===== src/rtl/serial_adder.sv =====
// serial_adder: bit-serial adder, one fulladder slice per clock, LSB first.
// Ports: clk, rst_n (async active-low); in_valid/in_ready with a, b, cin;
//        out_valid/out_ready with sum, cout; busy is high outside IDLE.
module serial_adder #(
  parameter int WIDTH = 8
) (
  input  logic             clk,
  input  logic             rst_n,
  input  logic             in_valid,
  output logic             in_ready,
  input  logic [WIDTH-1:0] a,
  input  logic [WIDTH-1:0] b,
  input  logic             cin,
  output logic             out_valid,
  input  logic             out_ready,
  output logic [WIDTH-1:0] sum,
  output logic             cout,
  output logic             busy
);
  localparam int CW = $clog2(WIDTH);

  typedef enum logic [1:0] {
    IDLE = 2'd0,
    RUN  = 2'd1,
    DONE = 2'd2
  } state_t;

  state_t           state;
  state_t           state_nx;
  logic [WIDTH-1:0] a_sh;
  logic [WIDTH-1:0] b_sh;
  logic [WIDTH-1:0] res;
  logic             carry;
  logic [CW-1:0]    cnt;
  logic             fa_sum;
  logic             fa_cout;
  logic             last;
  logic             in_xfer;

  fulladder u_fa (
    .x    (a_sh[0]),
    .y    (b_sh[0]),
    .cin  (carry),
    .sum  (fa_sum),
    .cout (fa_cout)
  );

  assign last    = (cnt == CW'(WIDTH - 1));
  assign in_xfer = in_valid && in_ready;

  always_ff @(posedge clk or negedge rst_n) begin
    if (!rst_n) state <= IDLE;
    else        state <= state_nx;
  end

  always_comb begin
    state_nx = state;
    unique case (state)
      IDLE:    if (in_valid)  state_nx = RUN;
      RUN:     if (last)      state_nx = DONE;
      DONE:    if (out_ready) state_nx = IDLE;
      default: state_nx = IDLE;
    endcase
  end

  // rst_n gates in_ready so it drops the instant reset asserts.
  always_comb begin
    in_ready  = rst_n && (state == IDLE);
    out_valid = (state == DONE);
    busy      = (state != IDLE);
    sum       = res;
    cout      = carry;
  end

  // Result bits enter at the MSB and move right, so after WIDTH
  // slices the first (LSB) slice has reached bit 0.
  always_ff @(posedge clk or negedge rst_n) begin
    if (!rst_n) begin
      a_sh  <= '0;
      b_sh  <= '0;
      res   <= '0;
      carry <= 1'b0;
      cnt   <= '0;
    end else if (in_xfer) begin
      a_sh  <= a;
      b_sh  <= b;
      carry <= cin;
      cnt   <= '0;
    end else if (state == RUN) begin
      res   <= {fa_sum, res[WIDTH-1:1]};
      carry <= fa_cout;
      a_sh  <= a_sh >> 1;
      b_sh  <= b_sh >> 1;
      cnt   <= cnt + CW'(1);
    end
  end

endmodule

// fulladder: 1-bit full adder cell.
// Ports: x, y, cin inputs; sum, cout outputs.
module fulladder (
  input  logic x,
  input  logic y,
  input  logic cin,
  output logic sum,
  output logic cout
);
  assign sum  = x ^ y ^ cin;
  assign cout = (x & y) | (cin & (x ^ y));
endmodule


===== config.mk =====
export PLATFORM = sky130hd
export DESIGN_NAME = serial_adder
export DESIGN_NICKNAME = d
export VERILOG_FILES = /design/src/rtl/serial_adder.sv
export SDC_FILE = /design/constraint.sdc
export NUM_CORES = 1
export LEC_CHECK = 0
export CAP_MARGIN = 20
export CORE_ASPECT_RATIO = 2
export CORE_MARGIN = 5
export CORE_UTILIZATION = 44
export DETAILED_ROUTE_END_ITERATION = 7
export GPL_ROUTABILITY_DRIVEN = 0
export PLACE_DENSITY = 0.75
export SYNTH_ARGS = -nofsm -noshare
export SYNTH_HDL_FRONTEND = slang
export SYNTH_HIERARCHICAL = 1
export SYNTH_SLANG_ARGS = --single-unit

===== constraint.sdc =====
create_clock -name clk -period 1.16 [get_ports clk]
set_input_delay 0.232 -clock clk [delete_from_list [all_inputs] [get_ports clk]]
set_output_delay 0.232 -clock clk [all_outputs]
set_load 0.05 [all_outputs]

==> results of run 1 <==
## metal layers
layer,up-vias,GRT usage,share of wire
met5,-,0,0
met3,5,0.0568,0.055
met1,510,0.156,0.35
met4,0,0.0501,0.015
met2,28,0.268,0.58
li1,499,-,-
## through the flow
step / TNS [ps] / utilization / area (µm²)
2_1_floorplan: -915 / - / 1400
3_3_place_gp: -5240 / 0.596 / 1860
5_1_grt: -7180 / 0.707 / 2210
3_5_place_dp: -6080 / 0.596 / 1860
6_report: -5660 / 0.707 / 2210
4_1_cts: -5870 / 0.675 / 2110
## cells in the mapped netlist (all sizes together)
cell type  count
nor2           5
or2            1
inv            3
fa             1
buf            7
nor2b          1
mux2i         18
o2bb2ai        1
dfrtp         30
mux2           8
ha             2
o21ai         17
and4bb         1
nand2b         1
xor2           1
nand2         19
## cell type report
type,count,area share
multi-input combinational,76,0.264
timing repair buffer,54,0.338
tap,31,0.0176
clock buffer,7,0.0346
inverter,3,0.00510
sequential,30,0.341
## power by group through the flow
| stage | Combinational (W) | Sequential [W] | Clock (W) |
|---|---|---|---|
| final | 0.00346 | 0.00184 | 0.000768 |
| after global routing | 0.00368 | 0.00189 | 0.000832 |
| after CTS | 0.00333 | 0.00183 | 0.000777 |
| after detailed placement | 0.00287 | 0.00186 | 0 |
| after global placement | 0.00276 | 0.00181 | 0 |
| after floorplan | 0.00138 | 0.00222 | 0 |
## kinds of logic after synthesis
kind of cell             share of synthesized area
AO/OA/AOI/OAI                               0.0678
XOR/XNOR                                   0.00632
adder cells (fa/ha/maj)                     0.0325
buffers and inverters                       0.0668
flip-flops                                   0.542
multiplexers                                 0.195
AND/OR/NAND/NOR                             0.0894
## registers in the layout (all words and copies together) (netlist names)
signal and count:
a_sh 8, state 2, cnt 3, b_sh 8, cout 1, sum 8
## cell usage in the layout (no fill, tap or decap), types with 2 or more instances in the layout
master	instances
o21ai_2	2
clkbuf_8	5
clkbuf_16	2
buf_4	11
o21ai_1	15
dfrtp_1	29
buf_12	14
nand2_1	18
buf_16	2
buf_6	4
mux2_2	8
clkbuf_1	2
inv_1	3
mux2i_1	17
clkdlybuf4s50_1	20
nor2_1	4
## final timing paths
check	endpoint	start	cells past startpoint	slack, ps
setup / recovery	in_ready	state[0]	3	-250
hold / removal	state[0]	rst_n	2	340
setup reg to reg	b_sh[5]	state[0]	5	-240
hold reg to reg	cnt[1]	cnt[1]	2	550
max in group asynchronous	cout	rst_n	2	540
min in group clk	b_sh[7]	b[7]	3	500
## what timing repair did
item,CTS,global route
endpoints found under the hold margin,0,0
setup endpoints to repair,31,32
pin swaps,1,0
setup buffers,6,4
gates cloned,3,2
hold buffers,0,0
resized for setup,9,12
==> impl_metrics.py, run 1 <==
metrics = {
    "routing": {
        "viasPerCell": 5.18,
        "vias": 1042,
        "ant_nets": 0,
        "routed_wl_um": 3280,
        "wl_per_cell_um": 16.3,
        "dr.pass1.iters": 4,
        "drc_errors": 0,
        "drt_iter0_markers": 13,
    },
    "worst_setup_path": {
        "crit_arrival_ps": 1180,
        "path_max_fanout": 3,
        "worstSetupPathType": "flop to output port",
        "end_kind": "output port",
        "crit_slowest_cell": "dfrtp_1",
        "crit_family": "flip-flops",
        "path_buf_inv": 1,
        "required_ps": 930,
        "crit_chain": "or2_4 > nor2_4 > buf_12",
        "worst_setup_path_start_kind": "flop",
        "critPathMaxStageDelay_ps": 390,
    },
    "die": {
        "die_h_um": 89.3,
        "ios": 33,
        "core_um2": 3120,
        "start_util": 0.444,
        "die_w_um": 49.7,
        "rows": 29,
        "die-area_um2": 4440,
    },
    "power": {
        "pwr-share-comb": 0.571,
        "p_seq_frac": 0.303,
        "ir_worst_vdd_mv": 1.65,
        "p_int_w": 0.00381,
        "total_power_w": 0.00607,
        "p_per_area_nw_per_um2": 2750,
        "power.switching_w": 0.00226,
        "leakage_nw": 0.983,
        "clock_power_share": 0.127,
        "switching_share": 0.372,
    },
    "clock_network": {
        "cts-htree-levels": 2,
        "cts-root-to-sink-buffers": 2,
        "tritoncts": "done",
        "cts-root-buf": "clkbuf_8",
        "cts-buffers-inserted": 5,
        "insertion_delay_ps": 280,
        "cts_sinks": 30,
        "clk_pin_slew_ps": 60,
    },
    "finish": {
        "n_antenna_cell": 0,
        "n_fill_cell": 205,
        "multi_input_area_um2": 582,
        "layout.nets": 194,
        "drive_gt1_frac": 0.347,
        "stdcell_count": 201,
        "syn_to_final_growth_pct": 59.3,
        "seq_area_um2": 752,
    },
    "logic_synthesis": {
        "synthCells": 116,
        "ys_ff_latch": 30,
        "netlist_area_um2": 1390,
        "synth_top_area_frac": 0.542,
        "syn_area_per_cell_um2": 11.9,
        "netlist_top_cells_area": "dfrtp_1 (54%), mux2i_1 (13%), mux2_2 (6.5%), o21ai_1 (5.4%), nand2_1 (5.1%)",
        "ys_warn_count": 6,
        "ys_seq_area_frac": 0.542,
        "ys_types": 19,
        "synth_top_area_cell": "dfrtp_1",
        "syn_nets": 140,
    },
    "placed_design": {
        "portBuffers": 32,
        "dp_slack_ps": -320,
        "dp_hpwl_um": 1950,
        "placedCellCount": 179,
    },
    "grt": {
        "antenna_found_initial": 0,
        "track_usage": 0.149,
        "grt_max_degree": 21,
        "grt_pass1_vias": 1063,
        "grt_pass1_wl_um": 4940,
        "gr-total-overflow": 0,
    },
    "timing": {
        "hold_viol": 0,
        "rsz0062_at_grt": "true",
        "worst_slew_pin_slew_ps": 249,
        "slew_headroom": 0.834,
        "min_period_over_period": 1.22,
        "whs_ps": 341,
        "fin_ws_ps": -254,
        "timing.final.crit_period_ps": 1410,
        "final_max_slew_viol_count": 0,
        "fmax_mhz": 707,
        "setup_viol": 32,
        "fin_skew_ps": 10.7,
    },
    "status": {
        "status": "finished with violations",
        "violations": "setup timing",
    },
    "min_path": {
        "hold_class": "input pin to asynchronous set/reset pin",
    },
    "flow_run": {
        "max_cap_viol_count": 0,
    },
}
Power figures use the tool's default switching activity.
==> inputs of run 2 (changes only) <==
Settings changed: ABC_AREA set to 1, CORE_ASPECT_RATIO 2 to 0.8, CORE_UTILIZATION 44 to 45.
==> impl_metrics.py, run 2 <==
metrics = {
    "status": {
        "status": "finished with violations",
        "violations": "setup timing",
    },
    "timing": {
        "timing.final.crit_period_ps": 1360,
        "fin_ws_ps": -201,
        "min_period_over_period": 1.17,
        "fin_tns_setup_ps": -1800,
        "slew_headroom": 0.876,
        "fin_skew_ps": 6.36,
        "hold_viol": 0,
        "whs_ps": 8.81,
        "setup_viol": 25,
        "rsz0062_at_grt": "true",
        "worst_slew_pin_slew_ps": 185,
        "fmax_mhz": 735,
        "final_max_slew_viol_count": 0,
    },
    "grt": {
        "gr-total-overflow": 0,
        "grt_pass1_wl_um": 6700,
        "track_usage": 0.172,
        "grt_max_degree": 30,
        "antenna_found_initial": 0,
        "grt_pass1_vias": 1429,
    },
    "clock_network": {
        "tritoncts": "done",
        "cts-htree-levels": 2,
        "cts-buffers-inserted": 5,
        "clk_pin_slew_ps": 60,
        "cts-root-to-sink-buffers": 2,
        "cts-root-buf": "clkbuf_8",
        "cts_sinks": 30,
        "insertion_delay_ps": 280,
    },
    "routing": {
        "routed_wl_um": 3810,
        "viasPerCell": 4.98,
        "vias": 1459,
        "ant_nets": 0,
        "dr.pass1.iters": 5,
        "drc_errors": 0,
        "drt_iter0_markers": 98,
        "wl_per_cell_um": 13.0,
    },
    "worst_setup_path": {
        "worstSetupPathType": "flop to output port",
        "r2r_cells": 7,
        "crit_arrival_ps": 1130,
        "end_kind": "output port",
        "path_max_fanout": 2,
        "worst-r2r-setup-slack_ps": -90,
        "r2r_end": "a_sh[0]",
        "worst_setup_path_start_kind": "flop",
        "timing.rr.start": "state[0]",
        "required_ps": 930,
    },
    "finish": {
        "layout.nets": 274,
        "final_common_cell": "nand2_1",
        "stdcell_count": 293,
        "layout_common_cells": "nand2_1 (83), dfrtp_1 (29), inv_1 (24)",
        "syn_to_final_growth_pct": 43.6,
        "drive_gt1_frac": 0.179,
        "n_antenna_cell": 0,
    },
    "logic_synthesis": {
        "synth_ff_type": "dfrtp_1",
        "ys_types": 19,
        "ys_seq_area_frac": 0.475,
        "ys_ff_latch": 30,
        "syn_area_per_cell_um2": 7.75,
        "yosysMostFrequentCell": "nand2_1",
        "netlist_top_cells_area": "dfrtp_1 (47%), nand2_1 (20%), inv_1 (5.9%), nand4_1 (5.9%), nand3_1 (5.4%)",
        "synth_top_area_frac": 0.475,
        "synth_top_area_cell": "dfrtp_1",
        "synth_edf_count": 0,
        "synthCells": 204,
        "netlist_area_um2": 1580,
        "synth_common_cells": "nand2_1 (83), dfrtp_1 (30), inv_1 (25), nand3_1 (17), nand4_1 (15)",
        "syn_nets": 228,
        "synthArstFlopShare": 1.00,
        "ys_warn_count": 6,
    },
    "placed_design": {
        "dp_slack_ps": -201,
        "dp_hpwl_um": 2590,
        "placedCellCount": 282,
        "portBuffers": 32,
    },
    "power": {
        "p_per_area_nw_per_um2": 2690,
        "ir_worst_vdd_mv": 1.56,
        "total_power_w": 0.00612,
        "leakage_nw": 1.21,
    },
    "min_path": {
        "hold_class": "input pin to asynchronous set/reset pin",
    },
    "flow_run": {
        "max_cap_viol_count": 0,
    },
    "die": {
        "rows": 19,
        "core_um2": 3400,
        "ios": 33,
        "start_util": 0.465,
        "die_h_um": 63.0,
        "die_w_um": 76.3,
        "die-area_um2": 4810,
    },
}
[run 2: worst max-delay path: stages (launching register included)]
cell,delay [ps]
dfrtp_1,400
nor2_4,150
inv_2,60
nor2_4,100
buf_12,140
[run 2: cell families after synthesis]
group,count (synthesis),share of synthesized area
AND/OR/NAND/NOR,121,0.343
buffers and inverters,39,0.116
flip-flops,30,0.475
AO/OA/AOI/OAI,10,0.0332
adder cells (fa/ha/maj),3,0.0285
XOR/XNOR,1,0.00554
[run 2: routing by layer]
| layer | routed length, µm | GRT usage | vias up |
|---|---|---|---|
| li1 | - | - | 732 |
| met3 | 243 | 0.0548 | 7 |
| met5 | 0 | 0 | - |
| met4 | 57 | 0.0546 | 0 |
| met2 | 1810 | 0.281 | 37 |
| met1 | 1700 | 0.216 | 683 |
[run 2: what timing repair did]
| action | in CTS | in global routing |
|---|---|---|
| cloned | 0 | 0 |
| hold buffers | 2 | 0 |
| buffers inserted | 1 | 0 |
| endpoints found under the hold margin | 1 | 0 |
| pin swaps | 1 | 2 |
| resized for setup | 5 | 0 |
| endpoints found under the setup margin | 12 | 30 |
[run 2: worst max-delay path by stage]
stage,start,endpoint,slack [ps]
2_1_floorplan,state[0],in_ready,-470
3_3_place_gp,in_valid,a_sh[0],-170
3_5_place_dp,in_valid,a_sh[0],-200
4_1_cts,state[1],in_ready,-220
5_1_grt,state[0],in_ready,-250
6_report,state[0],in_ready,-200
[run 2: where the power goes]
| group | leakage, nW | internal (W) | total (W) | switching (W) |
|---|---|---|---|---|
| registers | 0.379 | 0.00151 | 0.00186 | 0.000348 |
| clock network | 0.0395 | 0.000425 | 0.000789 | 0.000364 |
| logic | 0.789 | 0.00153 | 0.00347 | 0.00194 |
| total | 1.21 | 0.00347 | 0.00612 | 0.00265 |
[run 2: layout make-up]
type / count / area [µm²]
clock buffer: 8 / 80.1
inverter: 26 / 97.6
fill: 288 / 1130
tap: 42 / 52.6
timing repair buffer: 52 / 623
sequential: 30 / 752
multi-input combinational: 135 / 666
[run 2: through the flow]
stage	util	cell area, µm²
2_1_floorplan	-	1610
3_3_place_gp	0.632	2150
3_5_place_dp	0.632	2150
4_1_cts	0.668	2270
5_1_grt	0.668	2270
6_report	0.668	2270
